`src/rtl/fetch_stall_ctrl.sv`:
```
// fetch_stall_ctrl: owns the PC register and the IF/ID pipeline register.
// It applies the hazard unit's pc_write/ifid_write/hz_stall controls, EX
// redirects and ID HALT decode. It also drives the ID/EX bubble select and
// the halted status.
//
// Ports:
//   clk, rst           clock (rising edge), asynchronous active-high reset
//   pc_write_i         1 = PC may advance
//   ifid_write_i       1 = IF/ID may load
//   hz_stall_i         load-use stall request
//   redirect_i         taken branch/jump resolved in EX
//   redirect_pc_i      redirect target
//   imem_instr_i       instruction fetched at pc_o
//   id_halt_op_i       ID decoded a HALT
//   pc_o               current fetch address
//   ifid_instr_o       IF/ID instruction
//   ifid_pc_plus2_o    IF/ID captured pc+2
//   ifid_valid_o       IF/ID holds a real instruction
//   idex_bubble_o      select NOP controls into ID/EX this cycle
//   stopped_o          processor halted (sticky until reset)
//   stall_err_o        a stall run reached MAX_STALL (sticky until reset)
//   stall_cycles_o     total stall cycles; only counts when FETCH_STALL_PERF_EN
//                      is defined, otherwise tied to zero
//
// Optional feature macro: FETCH_STALL_PERF_EN (saturating stall-cycle counter).
module fetch_stall_ctrl #(
    parameter int unsigned          PC_W      = 16,
    parameter int unsigned          INSTR_W   = 16,
    parameter logic [PC_W-1:0]      RESET_PC  = '0,
    parameter logic [INSTR_W-1:0]   NOP_INSTR = '0,
    parameter int unsigned          MAX_STALL = 4
) (
    input  logic               clk,
    input  logic               rst,
    input  logic               pc_write_i,
    input  logic               ifid_write_i,
    input  logic               hz_stall_i,
    input  logic               redirect_i,
    input  logic [PC_W-1:0]    redirect_pc_i,
    input  logic [INSTR_W-1:0] imem_instr_i,
    input  logic               id_halt_op_i,
    output logic [PC_W-1:0]    pc_o,
    output logic [INSTR_W-1:0] ifid_instr_o,
    output logic [PC_W-1:0]    ifid_pc_plus2_o,
    output logic               ifid_valid_o,
    output logic               idex_bubble_o,
    output logic               stopped_o,
    output logic               stall_err_o,
    output logic [15:0]        stall_cycles_o
);

    localparam logic [3:0] MaxStall = 4'(MAX_STALL);

    typedef enum logic [1:0] {StRun, StStall, StStop} state_e;

    state_e             state_q, state_d;
    logic [PC_W-1:0]    pc_q, pc_d;
    logic [INSTR_W-1:0] ifid_instr_q, ifid_instr_d;
    logic [PC_W-1:0]    ifid_pc2_q, ifid_pc2_d;
    logic               ifid_valid_q, ifid_valid_d;
    logic               stopped_q, stopped_d;
    logic               stall_err_q, stall_err_d;
    logic [3:0]         run_cnt_q, run_cnt_d;
    logic [PC_W-1:0]    pc_plus2;
    logic               halt_take;
    logic               stall_live;

    assign pc_plus2   = pc_q + PC_W'(2);
    // A HALT alongside a redirect is on the wrong path and is flushed instead.
    assign halt_take  = id_halt_op_i & ifid_valid_q & ~redirect_i;
    assign stall_live = hz_stall_i & ~redirect_i;

    always_comb begin
        state_d      = state_q;
        pc_d         = pc_q;
        ifid_instr_d = ifid_instr_q;
        ifid_pc2_d   = ifid_pc2_q;
        ifid_valid_d = ifid_valid_q;
        stopped_d    = stopped_q;
        stall_err_d  = stall_err_q;
        run_cnt_d    = run_cnt_q;

        if (state_q != StStop) begin
            if (halt_take) begin
                // HALT freezes fetch on the same edge; nothing behind it enters ID.
                state_d      = StStop;
                stopped_d    = 1'b1;
                ifid_valid_d = 1'b0;
            end else begin
                state_d = stall_live ? StStall : StRun;

                if (redirect_i) begin
                    pc_d = redirect_pc_i;
                end else if (pc_write_i) begin
                    pc_d = pc_plus2;
                end

                if (redirect_i) begin
                    ifid_instr_d = NOP_INSTR;
                    ifid_valid_d = 1'b0;
                end else if (ifid_write_i) begin
                    ifid_instr_d = imem_instr_i;
                    ifid_pc2_d   = pc_plus2;
                    ifid_valid_d = 1'b1;
                end
            end

            if (stall_live) begin
                run_cnt_d = (run_cnt_q == MaxStall) ? run_cnt_q : run_cnt_q + 4'd1;
            end else begin
                run_cnt_d = '0;
            end
            stall_err_d = stall_err_q | (run_cnt_d == MaxStall);
        end else begin
            ifid_valid_d = 1'b0;
        end
    end

    always_ff @(posedge clk or posedge rst) begin
        if (rst) begin
            state_q      <= StRun;
            pc_q         <= RESET_PC;
            ifid_instr_q <= NOP_INSTR;
            ifid_pc2_q   <= '0;
            ifid_valid_q <= 1'b0;
            stopped_q    <= 1'b0;
            stall_err_q  <= 1'b0;
            run_cnt_q    <= '0;
        end else begin
            state_q      <= state_d;
            pc_q         <= pc_d;
            ifid_instr_q <= ifid_instr_d;
            ifid_pc2_q   <= ifid_pc2_d;
            ifid_valid_q <= ifid_valid_d;
            stopped_q    <= stopped_d;
            stall_err_q  <= stall_err_d;
            run_cnt_q    <= run_cnt_d;
        end
    end

`ifdef FETCH_STALL_PERF_EN
    logic [15:0] perf_q, perf_d;

    always_comb begin
        perf_d = perf_q;
        if ((state_q != StStop) && hz_stall_i && (perf_q != 16'hFFFF)) begin
            perf_d = perf_q + 16'd1;
        end
    end

    always_ff @(posedge clk or posedge rst) begin
        if (rst) begin
            perf_q <= '0;
        end else begin
            perf_q <= perf_d;
        end
    end

    assign stall_cycles_o = perf_q;
`else
    assign stall_cycles_o = '0;
`endif

    assign pc_o            = pc_q;
    assign ifid_instr_o    = ifid_instr_q;
    assign ifid_pc_plus2_o = ifid_pc2_q;
    assign ifid_valid_o    = ifid_valid_q;
    assign stopped_o       = stopped_q;
    assign stall_err_o     = stall_err_q;
    assign idex_bubble_o   = rst ? 1'b0
                           : ((state_q == StStop) | hz_stall_i | redirect_i | ~ifid_valid_q);

endmodule

```
`config.mk`:
```
export PLATFORM = sky130hd
export DESIGN_NAME = fetch_stall_ctrl
export DESIGN_NICKNAME = d
export VERILOG_FILES = /design/src/rtl/fetch_stall_ctrl.sv
export SDC_FILE = /design/constraint.sdc
export NUM_CORES = 1
export LEC_CHECK = 0
export CORE_MARGIN = 1
export CORE_UTILIZATION = 48
export DETAILED_ROUTE_END_ITERATION = 10
export GPL_ROUTABILITY_DRIVEN = 0
export PLACE_DENSITY = 0.87
export SLEW_MARGIN = 20
export SYNTH_ARGS = -nofsm -noshare
export SYNTH_HDL_FRONTEND = slang
export SYNTH_SLANG_ARGS = --single-unit
```
`constraint.sdc`:
```
create_clock -name clk -period 2.8 [get_ports clk]
set_input_delay 0.56 -clock clk [delete_from_list [all_inputs] [get_ports clk]]
set_output_delay 0.56 -clock clk [all_outputs]
set_load 0.03 [all_outputs]
```
==> metrics.cfg, run 1 <==
[timing]
skew_ns=0.00697
slew_headroom_pct=52.0
fmaxAchievable_mhz=453
worst_slew_pin_slew_ns=0.721
rsz0062_at_grt=false
tns_ns=0
slew_violations=0
hold_viol_final=0
finalCriticalPeriod_ns=2.21
fin_crit_sh_pct=78.8
setup_violations=0

[drt]
drt_iter0_drc=171
firstDrtPassIters=4
vias_per_cell=5.48
routed.top_layer=met4
vias=2516
drc=0
route.met2.wl_um=3440
postRouteAntennaNets=0
m1WireLength_um=3210
routedWlPerCell_um=15.6
wl_met3_um=369
routed_wl_um=7180

[setup_path]
reg2reg_slack_ns=0.90
r2r-end=ifid_pc_plus2_o[9]
timing_worst_setup_path_type=in2out
critPathTopFamily=buffers and inverters
end_kind=primary output
slowest_stage=clkdlybuf4s50_1
worstPathArrival_ns=1.65
cp-start-kind=input pin
max_stage_delay_ns=0.61
cp.required_ns=2.24
cp_cell_sequence=clkdlybuf4s50_1 -> nor2_1 -> a31oi_1 -> buf_4
r2r_cells=5
worst-path-buf-inv=2
r2r_start=state_q[0]
worstPathMaxFanout=6

[finish]
area_growth_pct=37.0
drive_gt1_share_pct=8.59
fillers=448
nets=421
n_antenna_cell=0

[grt]
grt_pass1_vias=2353
grt_pass1_wl_um=11500
antenna_found_initial=0
grt_max_degree=58
grt_util_all_layers_pct=23.8
overflow=0

[synthesis]
synth-xor-area-share_pct=3.88
ys_seq_area_share_pct=48.7
ys_top_cells_by_area=dfrtp_1, a22o_1, buf_4
ys_warn_count=0
synth_edf_count=0
yosys.area.top_type=dfrtp_1
synthMuxAreaShare_pct=2.90
syn-instance-count=297
synth_flop_cell=dfrtp_1
synth.avg_cell_area_sq_um=9.87
synthArstFlopShare_pct=100
synth_top_family_by_area=compound AO/OA/AOI/OAI gates
synth_seq_cells=57
synth_top_area_share_pct=48.7
yosys.cell_types.count=48
synthSimpleGateAreaFrac_pct=14.6
synthAdderAreaFrac_pct=1.28
synth_area_sq_mm=0.00293
synth_compound_area_share_pct=19.2

[power]
p_leak_nw=1.71
seqPwrFrac_pct=45.8
peakVddDrop_mv=0.332
switchingPower_mw=0.417
power.density_mw_per_mm2=447
combPwrFrac_pct=7.3
power_frac_clock_pct=46.8
swShare_pct=23.2
total_power_mw=1.80
p_int_mw=1.38

[worst_hold_path]
holdPathEnd=stall_err_o
hp-start=stall_err_o
holdCritPathClass=reg2reg
worstHoldPathCells=2

[clocking]
clockBufferDepth=2
cts_tree=yes
cts_buffers=9
htreeDepth=3
clk-insertion-delay-late_ns=0.34
holdBufCountCts=0
cts_resized=0
cts_setup_buffers=0
clock-sinks=57
cts_root_buf=clkbuf_8
clk_pin_slew_ns=0.07

[die]
io_pins=107
fp.dieArea_sq_mm=0.00642
chipWidth_um=80.2
die_h_um=80.2
num_rows=28
core_sq_mm=0.00592
start_util_pct=49.5

[placement]
hpwl_um=5080
numPortBuffers=90

[run_status]
status=completed

[run]
max_cap_viol_count=0

-- how the worst max path moves through the flow --
stage	start	to	slack (ns)	cells after the start
2_1_floorplan	redirect_i	idex_bubble_o	0.77	3
3_3_place_gp	id_halt_op_i	ifid_instr_o[13]	0.36	4
3_5_place_dp	id_halt_op_i	ifid_instr_o[4]	0.22	4
4_1_cts	id_halt_op_i	ifid_instr_o[4]	0.58	4
5_1_grt	redirect_i	idex_bubble_o	0.51	4
6_report	redirect_i	idex_bubble_o	0.59	4
-- cell usage after synthesis (5+ instances only) --
cell / count
buf_4: 17
nand2_1: 16
a22o_1: 17
nor3_1: 11
dfrtp_1: 57
buf_2: 16
o22ai_1: 5
nor2_1: 28
inv_1: 10
xnor2_1: 9
o21ai_0: 13
nand3_1: 7
clkbuf_1: 5
a21oi_1: 24
-- routing by layer --
layer  vias to the layer above  global-route usage [%]
li1                       1198                       -
met1                      1213                    31.0
met2                        90                    38.0
met3                        15                    6.48
met4                         0                    8.39
met5                         -                       0
-- power by group through the flow --
stage          registers [mW]  clock network, mW  logic (mW)
2_1_floorplan           0.839                  0      0.0786
3_3_place_gp            0.839                  0       0.129
3_5_place_dp            0.839                  0       0.131
4_1_cts                 0.823              0.851       0.132
5_1_grt                 0.823              0.883       0.142
6_report                0.823              0.841       0.131
-- stage by stage --
step | instances | setup slack [ns] | cell area (sq um) | util, % | hold WS [ns]
3_5_place_dp | 443 | 0.224 | 3790 | 64.1 | 0.454
6_report | 459 | 0.595 | 4020 | 67.8 | 0.475
5_1_grt | 459 | 0.514 | 4020 | 67.8 | 0.488
3_3_place_gp | 443 | 0.356 | 3790 | 64.1 | 0.461
4_1_cts | 459 | 0.584 | 4010 | 67.8 | 0.475
2_1_floorplan | 312 | 0.766 | 2990 | - | 0.494
-- flip-flops by register name, summed over array words and instances, names as in the netlist --
name             cells
ifid_pc_plus2_o     16
stall_err_o          1
ifid_instr_o        16
ifid_valid_o         1
stopped_o            1
run_cnt_q            4
pc_o                16
state_q              2
-- cell families (layout without fill, tap and decap cells) --
kind of cell	Yosys count	count (layout)
AOI/OAI and AO/OA	84	84
and+or+nand+nor	82	82
DFF	57	57
buffers and inverters	49	121
xor gates and xnor gates	13	13
muxes	8	8
adders and majority gates	3	3
other	1	16
-- placed cells by master, fill, tap and decap left out, types with 9 or more instances in the layout --
master            n
nor3_1           11
conb_1           16
a22o_1           17
nor2_1           28
dfrtp_1          57
clkdlybuf4s50_1  89
clkbuf_8          9
inv_1             9
a21oi_1          24
xnor2_1           9
o21ai_0          13
nand2_1          16
-- cell type report --
cell class	instances	area (sq um)	share of cell area [%]
Sequential cell	57	1430	35.5
Multi-Input combinational cell	206	1290	32.1
Timing Repair Buffer	95	948	23.6
Clock buffer	9	124	3.09
Clock inverter	7	95.1	2.37
Tap cell	75	93.8	2.34
Inverter	10	37.5	0.935
-- worst register-to-register path, stage by stage, from the launching register on --
cell,delay [ns]
dfrtp_1,0.35
nand2b_1,0.40
and3_1,0.59
buf_12,0.26
nor2_1,0.07
a21oi_1,0.14
No activity file was read; power rests on OpenSTA's default activity.
==> run 2, diff against run 1 <==
- CORE_UTILIZATION: 48 -> 45
- PLACE_DENSITY: 0.87 -> 0.83
- clock period: 2.8 -> 2.3 ns (I/O delays scaled with it)
==> run 2 against run 1 <==
  * Worst setup slack got worse by 0.37 ns
  * Count of clock-buffer cells in the layout is the same
  * Combinational power up 25%
  * Clock power decreased by 3.9%
  * Sequential share of layout area shrank 0.099 points
  * Power rose by 9.9%
  * Global-route usage shrank 1.4 points
  * Sequential power grew 22%
  * Via count is 0.91% higher
  * Cell count is 1.7% higher
  * Critical path type is now reg2out
  * Critical endpoint is now pc_o[9]
  * Largest power group is now registers
==> metrics.cfg, run 2 (synthesis gave the netlist of run 1 again) <==
[run_status]
status=completed  ; unchanged

[clocking]
clk_pin_slew_ns=0.07  ; about the same
cts_root_buf=clkbuf_8  ; unchanged
cts_setup_buffers=0  ; unchanged
cts_buffers=9  ; unchanged
clockBufferDepth=2  ; unchanged
htreeDepth=3  ; unchanged
clock-sinks=57  ; unchanged
cts_resized=0  ; unchanged
holdBufCountCts=0  ; unchanged
clk-insertion-delay-late_ns=0.33  ; was 0.34 ns
cts_tree=yes  ; unchanged

[setup_path]
cp.required_ns=1.84  ; was 2.24 ns
r2r_cells=5  ; unchanged
cp-start-kind=flop  ; was input pin
critical_path.startpoint=pc_o[9]  ; was redirect_i
critPathTopFamily=buffers and inverters  ; unchanged
cp_cell_sequence=clkdlybuf4s50_1  ; was clkdlybuf4s50_1 -> nor2_1 -> a31oi_1 -> buf_4
r2r-end=pc_o[13]  ; was ifid_pc_plus2_o[9]
worstPathArrival_ns=1.62  ; was 1.65 ns
worstPathMaxFanout=10  ; was 6
reg2reg_slack_ns=0.49  ; was 0.90 ns
end_kind=primary output  ; unchanged
r2r_start=pc_o[1]  ; was state_q[0]
timing_worst_setup_path_type=reg2out  ; was in2out
max_stage_delay_ns=0.75  ; was 0.61 ns
slowest_stage=clkdlybuf4s50_1  ; unchanged
worst-path-buf-inv=1  ; was 2

[power]
power.density_mw_per_mm2=490  ; was 447 mW/mm^2
p_leak_nw=1.73  ; was 1.71 nW
peakVddDrop_mv=0.282  ; was 0.332 mV

[worst_hold_path]
holdPathEnd=stall_err_o  ; unchanged
worstHoldPathCells=2  ; unchanged
holdCritPathClass=reg2reg  ; unchanged
hp-start=stall_err_o  ; unchanged

[timing]
skew_ns=0.00705  ; was 0.00697 ns
setup_violations=0  ; unchanged
slew_headroom_pct=52.8  ; was 52.0%
slew_violations=0  ; unchanged
hold_viol_final=0  ; unchanged
finalCriticalPeriod_ns=2.08
layout_setup_ws_ns=0.220  ; was 0.595 ns
hold_slack_ns=0.463  ; was 0.475 ns
fmaxAchievable_mhz=481
rsz0062_at_grt=false  ; unchanged
worst_slew_pin_slew_ns=0.709  ; was 0.721 ns
fin_crit_sh_pct=90.4

[drt]
routedWlPerCell_um=15.0  ; was 15.6 um
drc=0  ; unchanged
vias_per_cell=5.44  ; was 5.48
vias=2539  ; was 2516
drt_iter0_drc=206  ; was 171
firstDrtPassIters=4  ; unchanged
postRouteAntennaNets=0  ; unchanged
routed_wl_um=6990  ; was 7180 um

[placement]
numPortBuffers=90  ; unchanged
post-place-ws_ns=-0.0275  ; was 0.224 ns
hpwl_um=5080  ; about the same

[die]
io_pins=107  ; unchanged
start_util_pct=46.4  ; was 49.5%
core_sq_mm=0.00631  ; was 0.00592 sq mm
fp.dieArea_sq_mm=0.00684  ; was 0.00642 sq mm
chipWidth_um=82.7  ; was 80.2 um
die_h_um=82.7  ; was 80.2 um
num_rows=29  ; was 28

[grt]
grt_pass1_vias=2300  ; was 2353
grt_max_degree=58  ; unchanged
grt_util_all_layers_pct=22.4  ; was 23.8%
overflow=0  ; unchanged
antenna_found_initial=0  ; unchanged
grt_pass1_wl_um=11200  ; was 11500 um

[finish]
final_common_cell=clkdlybuf4s50_1  ; unchanged
n_antenna_cell=0  ; unchanged
mostFrequentLayoutCells=clkdlybuf4s50_1, dfrtp_1, nor2_1  ; unchanged
drive_gt1_share_pct=10.0  ; was 8.59%
area_growth_pct=37.3  ; was 37.0%
nets=427  ; was 421

[run]
max_cap_viol_count=0  ; unchanged

[run 2: cell count changes in the layout (fill, tap and decap cells not counted), sizes merged]
cell	delta
clkinv	+2
clkinvlp	-1
bufinv	-2
buf	+6
inv	+1
[run 2: through the flow]
| step | TNS [ns] | instance area [sq um] | power (mW) | util, % | instances |
|---|---|---|---|---|---|
| detailed placement | -0.235 | 3850 | 1.19 | 61.0 | 451 |
| floorplan | 0 | 2990 | 1.12 | - | 312 |
| global route | 0 | 4030 | 2.06 | 63.8 | 467 |
| finish | 0 | 4030 | 1.97 | 63.8 | 467 |
| global placement | 0 | 3850 | 1.18 | 61.0 | 451 |
| CTS | 0 | 4020 | 1.99 | 63.7 | 467 |
[run 2: routing by layer]
| layer | track usage [%] | vias to the layer above | share of wire [%] |
|---|---|---|---|
| met5 | 0 | - | 0 |
| met3 | 6.37 | 12 | 6.2 |
| met1 | 30.1 | 1221 | 46 |
| met2 | 33.7 | 90 | 47 |
| met4 | 8.97 | 0 | 1.4 |
| li1 | - | 1216 | - |
[run 2: how the worst max path moves through the flow]
stage,endpoint,cells after the start
after global placement,ifid_instr_o[14],4
after CTS,pc_o[9],1
after detailed placement,ifid_instr_o[1],4
after floorplan,ifid_instr_o[0],1
after global routing,pc_o[9],1
final,pc_o[9],1
[run 2: report_power, final]
group          switching [mW]  internal (mW)  total [mW]
Clock                   0.421          0.387       0.808
Combinational          0.0896         0.0742       0.164
Sequential     0.000000000117           1.00        1.00
Total                   0.510           1.46        1.97
[run 2: cell type report]
class / count / area (sq um)
clock buffer: 9 / 124
clock inverter: 7 / 46.3
fill: 556 / 2290
inverter: 10 / 37.5
multi-input combinational: 206 / 1290
sequential: 57 / 1430
tap: 77 / 96.3
timing repair buffer: 101 / 1010
